[config.mk]
export PLATFORM = sky130hd
export DESIGN_NAME = round_robin_arbiter
export DESIGN_NICKNAME = d
export VERILOG_FILES = /design/src/rtl/round_robin_arbiter.sv
export SDC_FILE = /design/constraint.sdc
export NUM_CORES = 1
export LEC_CHECK = 0
export CAP_MARGIN = 20
export CELL_PAD_IN_SITES_DETAIL_PLACEMENT = 2
export CELL_PAD_IN_SITES_GLOBAL_PLACEMENT = 2
export CORE_ASPECT_RATIO = 1.1
export CORE_UTILIZATION = 35
export DETAILED_ROUTE_END_ITERATION = 7
export PLACE_DENSITY_LB_ADDON = 0.1
export SYNTH_ARGS = -nofsm -noshare
export SYNTH_HDL_FRONTEND = slang
export SYNTH_SLANG_ARGS = --single-unit
[constraint.sdc]
create_clock -name clk -period 4.9 [get_ports clk]
set_input_delay 0.98 -clock clk [delete_from_list [all_inputs] [get_ports clk]]
set_output_delay 0.98 -clock clk [all_outputs]
set_load 0.02 [all_outputs]
[src/rtl/round_robin_arbiter.sv]
// rtl/round_robin_arbiter.sv - 8-way round-robin arbiter with hold-time limit
//
// Ports:
//   clk      in   1  clock, all state updates on the rising edge
//   rst_n    in   1  asynchronous active-low reset
//   req      in   8  request vector, req[i]=1 when requester i wants the resource
//   done     in   1  current grantee releases the resource this cycle
//   gnt      out  8  one-hot grant vector, zero when no grant is active
//   gnt_idx  out  3  binary index of the grantee, zero when gnt_vld=0
//   gnt_vld  out  1  high exactly when gnt is non-zero
//   timeout  out  1  one-cycle pulse after a grant revoked by the hold limit
module round_robin_arbiter #(
    parameter int TIMEOUT = 15
) (
    input  logic       clk,
    input  logic       rst_n,
    input  logic [7:0] req,
    input  logic       done,
    output logic [7:0] gnt,
    output logic [2:0] gnt_idx,
    output logic       gnt_vld,
    output logic       timeout
);

    typedef enum logic {
        IDLE  = 1'b0,
        GRANT = 1'b1
    } state_t;

    state_t     state;
    state_t     state_d;
    logic [3:0] cnt;
    logic [3:0] cnt_d;
    logic [2:0] last_idx;
    logic [2:0] last_idx_d;
    logic [7:0] gnt_d;
    logic [2:0] gnt_idx_d;
    logic       gnt_vld_d;
    logic       timeout_d;

    logic       found;
    logic [2:0] pick_idx;
    logic [2:0] cand;
    logic       hold_limit;
    logic       release_gnt;

    // Search starts one past the previous grantee; offset 8 wraps back onto
    // last_idx itself, so the previous grantee is considered last.
    always_comb begin
        found    = 1'b0;
        pick_idx = 3'd0;
        cand     = 3'd0;
        for (int k = 1; k <= 8; k++) begin
            cand = last_idx + 3'(k);
            if (!found && req[cand]) begin
                found    = 1'b1;
                pick_idx = cand;
            end
        end
    end

    // cnt is 0 in the first grant cycle, so reaching TIMEOUT-1 means the grant
    // has been visible for TIMEOUT cycles.
    assign hold_limit  = (cnt == 4'(TIMEOUT - 1));
    assign release_gnt = done || !req[gnt_idx] || hold_limit;

    always_ff @(posedge clk or negedge rst_n) begin
        if (!rst_n) begin
            state    <= IDLE;
            cnt      <= 4'd0;
            last_idx <= 3'd7;
            gnt      <= 8'd0;
            gnt_idx  <= 3'd0;
            gnt_vld  <= 1'b0;
            timeout  <= 1'b0;
        end else begin
            state    <= state_d;
            cnt      <= cnt_d;
            last_idx <= last_idx_d;
            gnt      <= gnt_d;
            gnt_idx  <= gnt_idx_d;
            gnt_vld  <= gnt_vld_d;
            timeout  <= timeout_d;
        end
    end

    always_comb begin
        state_d = state;
        case (state)
            IDLE:    if (found)       state_d = GRANT;
            GRANT:   if (release_gnt) state_d = IDLE;
            default:                  state_d = IDLE;
        endcase
    end

    always_comb begin
        gnt_d      = gnt;
        gnt_idx_d  = gnt_idx;
        gnt_vld_d  = gnt_vld;
        timeout_d  = 1'b0;
        cnt_d      = cnt;
        last_idx_d = last_idx;
        case (state)
            IDLE: begin
                if (found) begin
                    gnt_d     = 8'd1 << pick_idx;
                    gnt_idx_d = pick_idx;
                    gnt_vld_d = 1'b1;
                    cnt_d     = 4'd0;
                end else begin
                    gnt_d     = 8'd0;
                    gnt_idx_d = 3'd0;
                    gnt_vld_d = 1'b0;
                end
            end
            GRANT: begin
                if (release_gnt) begin
                    gnt_d      = 8'd0;
                    gnt_idx_d  = 3'd0;
                    gnt_vld_d  = 1'b0;
                    cnt_d      = 4'd0;
                    last_idx_d = gnt_idx;
                    // Only a release forced purely by the hold limit is flagged.
                    timeout_d  = hold_limit && !done && req[gnt_idx];
                end else begin
                    cnt_d = cnt + 4'd1;
                end
            end
            default: begin
                gnt_d     = 8'd0;
                gnt_idx_d = 3'd0;
                gnt_vld_d = 1'b0;
            end
        endcase
    end

endmodule

==> flow_summary.toml, run 1 <==
[yosys]
synth_flop_cell = "dfrtp_1"
yosysSeqAreaShare_pct = 31.1
synthArstFlopShare_pct = 100
synth_edf_count = 0
synth.avg_cell_area_sq_um = 10.0
yosys_warnings = 0
ys_ff_latch = 21
netlist_area_sq_um = 1700
syn_inst = 170
syn_nets = 185
yosysUniqueCellTypes = 54

[clock_network]
root_buffer = "clkbuf_8"
numCtsBuffers = 3
post_cts_buffers = 0
post_cts_resized = 0
clk_pin_slew_ns = 0.08
htree_levels = 1
cts_tree = "done"
postCtsHoldBufs = 0
clk_latency_ns = 0.26
clock_path_buffers = 2
clock_sink_count = 21

[die]
core-area_sq_um = 4650
start_util_pct = 36.6
die_y_microns = 75.2
ioPinCount = 24
die-area_sq_um = 5150
die_x_microns = 68.5
num_rows = 26

[timing]
period_minus_slack_ns = 3.85
slew-limit-headroom_pct = 36.8
fin_skew_ns = 0.00654
finalCritPeriodShare_pct = 78.5
setup_viol = 0
worst_slack_ns = 1.05
fmax_mhz = 260
fin_tns_setup_ns = 0
whs_ns = 0.477
tightestPinTransition_ns = 0.946
finalMaxSlewViolations = 0
rsz0062_at_grt = "false"
final_hold_viol_count = 0

[finish]
utilization_pct = 43.3
drive_above_1_share_pct = 15.8
antenna_cells = 0
fillers = 502
num-nets-final = 206
syn2layout_area_growth_pct = 18.1
design_area_sq_um = 2010

[placement]
dp_hpwl_microns = 3900
place_area_sq_um = 1970
dp_slack_ns = 1.04
io_buffers = 23
gp_congestion = 0.839

[worst_setup_path]
startpoint_type = "flop"
crit_fanout = 12
critical_path_class = "flop to flop"
required_ns = 5.06
worst_ep_arrival_time_ns = 4.01
end_kind = "flop"

[global_route]
grt_max_degree = 22
overflow = 0
grtUsageTotal_pct = 21.7
grt_pass1_wl_microns = 8220
grt_antenna_before_repair = 0
grt_pass1_vias = 1600

[routing]
drtIter0Drc = 84
routed_wl_microns = 4950
drc = 0
drt-pass1-iter-count = 4
via_count = 1467
post_drt_wl_per_cell_microns = 20.1
viasPerCell = 5.96
antenna_left = 0

[worst_hold_path]
min_path_type = "flop to flop"

[power]
power_leakage_nw = 0.840
p_sw_share_pct = 49.7
ir_drop_mv = 0.291
power_frac_comb_pct = 70.2
power_frac_seq_pct = 22.3
power.internal_w = 0.000758
clockPowerShare_pct = 7.5
power_density_nw_per_um2 = 748
power_switching_w = 0.000748

[status]
status = "completed"

[flow_run]
cap_violations = 0
[routing by layer]
layer	global-route usage, %	part of all wire (%)
met1	27.1	44
met2	39.0	52
met3	1.67	1.9
met4	6.94	1.8
met5	0	0
[cells by family after synthesis]
logic type / after synthesis / share of synthesized area (%)
buf+inv: 16 / 4.11
flops: 21 / 31.1
compound gates: 42 / 19.9
simple gates: 61 / 18.9
mux: 23 / 21.6
xor+xnor: 3 / 1.54
fa+ha+maj: 4 / 2.94
[sequential cells by signal, indices dropped and copies added, names as in the netlist]
| register | cells |
|---|---|
| gnt | 8 |
| cnt | 4 |
| gnt_idx | 3 |
| last_idx | 3 |
| gnt_vld | 1 |
| state | 1 |
| timeout | 1 |
[layout make-up]
cell class | instances | area [sq um] | area share (%)
repair buffers | 23 | 230 | 11.4
flip-flops and latches | 21 | 529 | 26.3
inverters | 9 | 33.8 | 1.68
multi-input cells | 133 | 1100 | 54.9
well taps | 56 | 70.1 | 3.48
clock buffers | 4 | 45.0 | 2.24
[layout by cell type (no fill, tap or decap), drive strengths merged, types with 3 or more instances in the layout]
cell           count
o31ai              6
and2               4
ha                 4
mux2               7
nor3               5
clkdlybuf4s50     23
inv                9
nor2               9
nand2b             4
a21boi             3
mux4              10
a41o               3
a22o               3
a21oi              4
dfstp              3
nand2             21
clkbuf             4
and3               3
dfrtp             18
mux2i              6
o21ai              5
[metrics by stage]
stage | power [W] | instances
floorplan | 0.00110 | 170
global placement | 0.00136 | 242
CTS | 0.00152 | 246
detailed placement | 0.00140 | 242
global route | 0.00163 | 246
finish | 0.00151 | 246
[power by group through the flow]
stage | Combinational [W] | Sequential [W] | Clock (W)
after floorplan | 0.000785 | 0.000315 | 0
final | 0.00106 | 0.000336 | 0.000113
after detailed placement | 0.00106 | 0.000344 | 0
after global routing | 0.00115 | 0.000352 | 0.000123
after CTS | 0.00107 | 0.000340 | 0.000117
after global placement | 0.00102 | 0.000336 | 0
[cell usage after synthesis (all sizes together), types with 2 or more instances]
cell	count	area share [%]
nand3	2	0.59
clkbuf	4	0.88
mux2	7	4.8
and3	3	1.4
and2	4	1.5
xor2	2	1.0
dfstp	3	4.6
a41o	3	1.8
o211ai	2	0.88
nor2	9	2.0
a311oi	2	1.0
ha	4	2.9
buf	3	1.2
mux2i	6	3.5
mux4	10	13
inv	9	2.0
nor3	5	1.5
o32ai	2	2.1
a311o	2	1.2
o31ai	6	2.6
a21oi	4	1.2
dfrtp	18	26
or2	2	0.73
a22o	3	1.5
o21ai	5	1.5
o22ai	2	0.73
nor2b	2	0.73
nand2b	4	1.5
a21boi	3	1.3
nand2	21	4.6
[path summary, 6_finish.rpt]
kind	slack (ns)	cells past startpoint	end	startpoint
min reg2reg	0.48	2	gnt[5]$_DFFE_PN0P_	gnt[5]$_DFFE_PN0P_
max	1.05	9	gnt[3]$_DFFE_PN0P_	last_idx[0]$_DFFE_PN1P_
max reg2reg	1.05	9	gnt[3]$_DFFE_PN0P_	last_idx[0]$_DFFE_PN1P_
max in group asynchronous	3.08	1	gnt[3]$_DFFE_PN0P_	rst_n
min in group asynchronous	1.24	1	gnt_vld$_DFFE_PN0P_	rst_n
min	0.48	2	gnt[5]$_DFFE_PN0P_	gnt[5]$_DFFE_PN0P_
[critical path: stages (launching register included)]
cell	delay, ns
dfstp_2	0.73
inv_1	0.14
ha_1	0.54
mux4_2	0.64
mux2_4	0.31
o32ai_4	0.35
and3_4	0.29
a32oi_1	0.09
a311o_1	0.41
o31ai_1	0.23
No activity file was read; power rests on OpenSTA's default activity.
==> run 2: changes to the inputs <==
--- a/config.mk
+++ b/config.mk
@@ -9,7 +9,7 @@
 export CELL_PAD_IN_SITES_DETAIL_PLACEMENT = 2
 export CELL_PAD_IN_SITES_GLOBAL_PLACEMENT = 2
 export CORE_ASPECT_RATIO = 1.1
-export CORE_UTILIZATION = 35
+export CORE_UTILIZATION = 31
 export DETAILED_ROUTE_END_ITERATION = 7
 export PLACE_DENSITY_LB_ADDON = 0.1
 export SYNTH_ARGS = -nofsm -noshare
==> constraint.sdc (replaced) <==
create_clock -name clk -period 3.1 [get_ports clk]
set_input_delay 0.62 -clock clk [delete_from_list [all_inputs] [get_ports clk]]
set_output_delay 0.62 -clock clk [all_outputs]
set_load 0.02 [all_outputs]
==> run 2 against run 1 <==
The run now ends with negative setup slack left. Setup slack worse by 1.1 ns. Die area rose by 13%. Worst hold slack improved by 0.0094 ns. Largest power group unchanged. Fmax up 23%. Cell count rose by 22%. Clock skew decreased by 0.0048 ns. Clock power is 57% higher. Register-to-register slack lost 1.1 ns. Total power increased by 110%. Sequential power is 47% higher. Flip-flop and latch count stayed put. Utilization increased by 5.3 points.
==> flow_summary.toml, run 2 (same netlist as run 1, synthesis figures left out) <==
[status]
status = "finished, violations left"
violations = "negative setup slack"

[worst_setup_path]
crit_fanout = 5
critPathMaxStageDelay_ns = 0.56
end_kind = "flop"
required_ns = 3.26
slowest_stage = "dfstp_2"
startpoint_type = "flop"
crit_chain = "inv_4, ha_4, mux4_2, buf_6, mux2i_4, o211ai_1, a21oi_1, and3b_1, or3_4, o31ai_2"
worst_ep_arrival_time_ns = 3.30
critPathBufInv = 2
r2r_slack_ns = -0.04
critical_path_class = "flop to flop"
cpLargestDelayFamily = "multiplexers"

[die]
core-area_sq_um = 5130
die-area_sq_um = 5800
num_rows = 27
start_util_pct = 33.2
ioPinCount = 24
die_y_microns = 79.8
die_x_microns = 72.7

[placement]
io_buffers = 23
place_inst = 292
dp_hpwl_microns = 4610
gp_congestion = 0.916
place_area_sq_um = 2270

[routing]
drt-pass1-iter-count = 4
via_count = 1632
post_drt_wl_per_cell_microns = 19.3
viasPerCell = 5.46
drc = 0
routed_wl_microns = 5770
drtIter0Drc = 65
antenna_left = 0

[power]
power_leakage_nw = 1.06
ir_drop_mv = 0.563
power_density_nw_per_um2 = 1270

[global_route]
busiest_layer = "met2"
overflow = 0
grtUsageTotal_pct = 21.1
met1_usage_pct = 26.5
grt_max_degree = 22
grt_antenna_before_repair = 0
grtUsageMet3_pct = 1.26
grt.met2_usage_pct = 38.7
grt_pass1_wl_microns = 9440
grt_pass1_vias = 1794

[finish]
utilization_pct = 48.5
syn2layout_area_growth_pct = 46.3
antenna_cells = 0
largest_reg_flops = 8
reg.largest.list = "gnt: 8 flops, cnt: 4 flops"
layout.cells.non_filler = 299
final_cell_mix = "buf_4, clkdlybuf4s50_1, nand2_1"
mostFrequentLayoutCell = "buf_4"
design_area_sq_um = 2490
drive_above_1_share_pct = 41.4
num-nets-final = 243
largest_register = "gnt"

[timing]
fmax_mhz = 318
rsz0062_at_grt = "true"
worst_slack_ns = -0.0414
fin_tns_setup_ns = -0.0873
setup_viol = 5
finalCritPeriodShare_pct = 101
slew-limit-headroom_pct = 37.4
period_minus_slack_ns = 3.14
fin_skew_ns = 0.00172
final_hold_viol_count = 0
finalMaxSlewViolations = 0
tightestPinTransition_ns = 0.936

[clock_network]
htree_levels = 1
root_buffer = "clkbuf_8"
clk_pin_slew_ns = 0.08
cts_tree = "done"
clk_latency_ns = 0.25
numCtsBuffers = 3
clock_path_buffers = 2
clock_sink_count = 21

[flow_run]
cap_violations = 0

[worst_hold_path]
min_path_type = "flop to flop"
## run 2: changes by cell type in the layout (fill, tap and decap cells not counted), sizes merged
cell / change
buf: +37
clkbuf: -1
clkinv: +1
## run 2: power breakdown
| part | switching, W | total (W) | internal (W) |
|---|---|---|---|
| Sequential | 0.000122 | 0.000495 | 0.000372 |
| Clock | 0.0000875 | 0.000177 | 0.0000893 |
| Combinational | 0.00128 | 0.00249 | 0.00121 |
| Total | 0.00149 | 0.00316 | 0.00167 |
## run 2: final timing paths
| check | startpoint | end | depth (start not counted) |
|---|---|---|---|
| worst min register to register | gnt[1]$_DFFE_PN0P_ | gnt[1]$_DFFE_PN0P_ | 2 |
| worst max-delay path | last_idx[0]$_DFFE_PN1P_ | gnt[0]$_DFFE_PN0P_ | 10 |
| max in group asynchronous | rst_n | gnt_idx[2]$_DFFE_PN0P_ | 1 |
| worst min-delay path | gnt[1]$_DFFE_PN0P_ | gnt[1]$_DFFE_PN0P_ | 2 |
| min in group asynchronous | rst_n | cnt[1]$_DFFE_PN0P_ | 1 |
| worst max register to register | last_idx[0]$_DFFE_PN1P_ | gnt[0]$_DFFE_PN0P_ | 10 |
## run 2: routing by layer
metal  vias to the layer above  wire (microns)  share of wire (%)
li1                        764               -                  -
met1                       851            2510                 43
met2                        11            3140                 54
met3                         6              36               0.62
met4                         0              87                1.5
met5                         -               0                  0
## run 2: through the flow
stage / setup WS (ns) / power (W) / hold WS [ns]
floorplan: -0.140 / 0.00181 / 0.324
global placement: -0.262 / 0.00257 / 0.469
detailed placement: -0.325 / 0.00266 / 0.474
CTS: -0.0256 / 0.00303 / 0.492
global route: -0.147 / 0.00337 / 0.536
finish: -0.0414 / 0.00316 / 0.487
## run 2: what timing repair did
item / in CTS / in global routing
pin swaps: 10 / 4
gates cloned: 0 / 0
buffers inserted: 2 / 2
setup endpoints to repair: 13 / 16
resized for setup: 15 / 17
hold buffers: 0 / 0
## run 2: worst reg2reg max path: stages, from the launching register on
cell      delay [ns]
dfstp_2         0.56
inv_4           0.04
ha_4            0.29
mux4_2          0.53
buf_6           0.15
mux2i_4         0.17
o211ai_1        0.11
a21oi_1         0.23
and3b_1         0.24
or3_4           0.44
o31ai_2         0.28
## run 2: final cells by class
class,count,area (sq um)
timing repair buffer,60,519
fill,544,2640
sequential,21,529
tap,72,90.1
multi-input combinational,133,1270
clock buffer,3,41.3
clock inverter,1,5.00
inverter,9,38.8
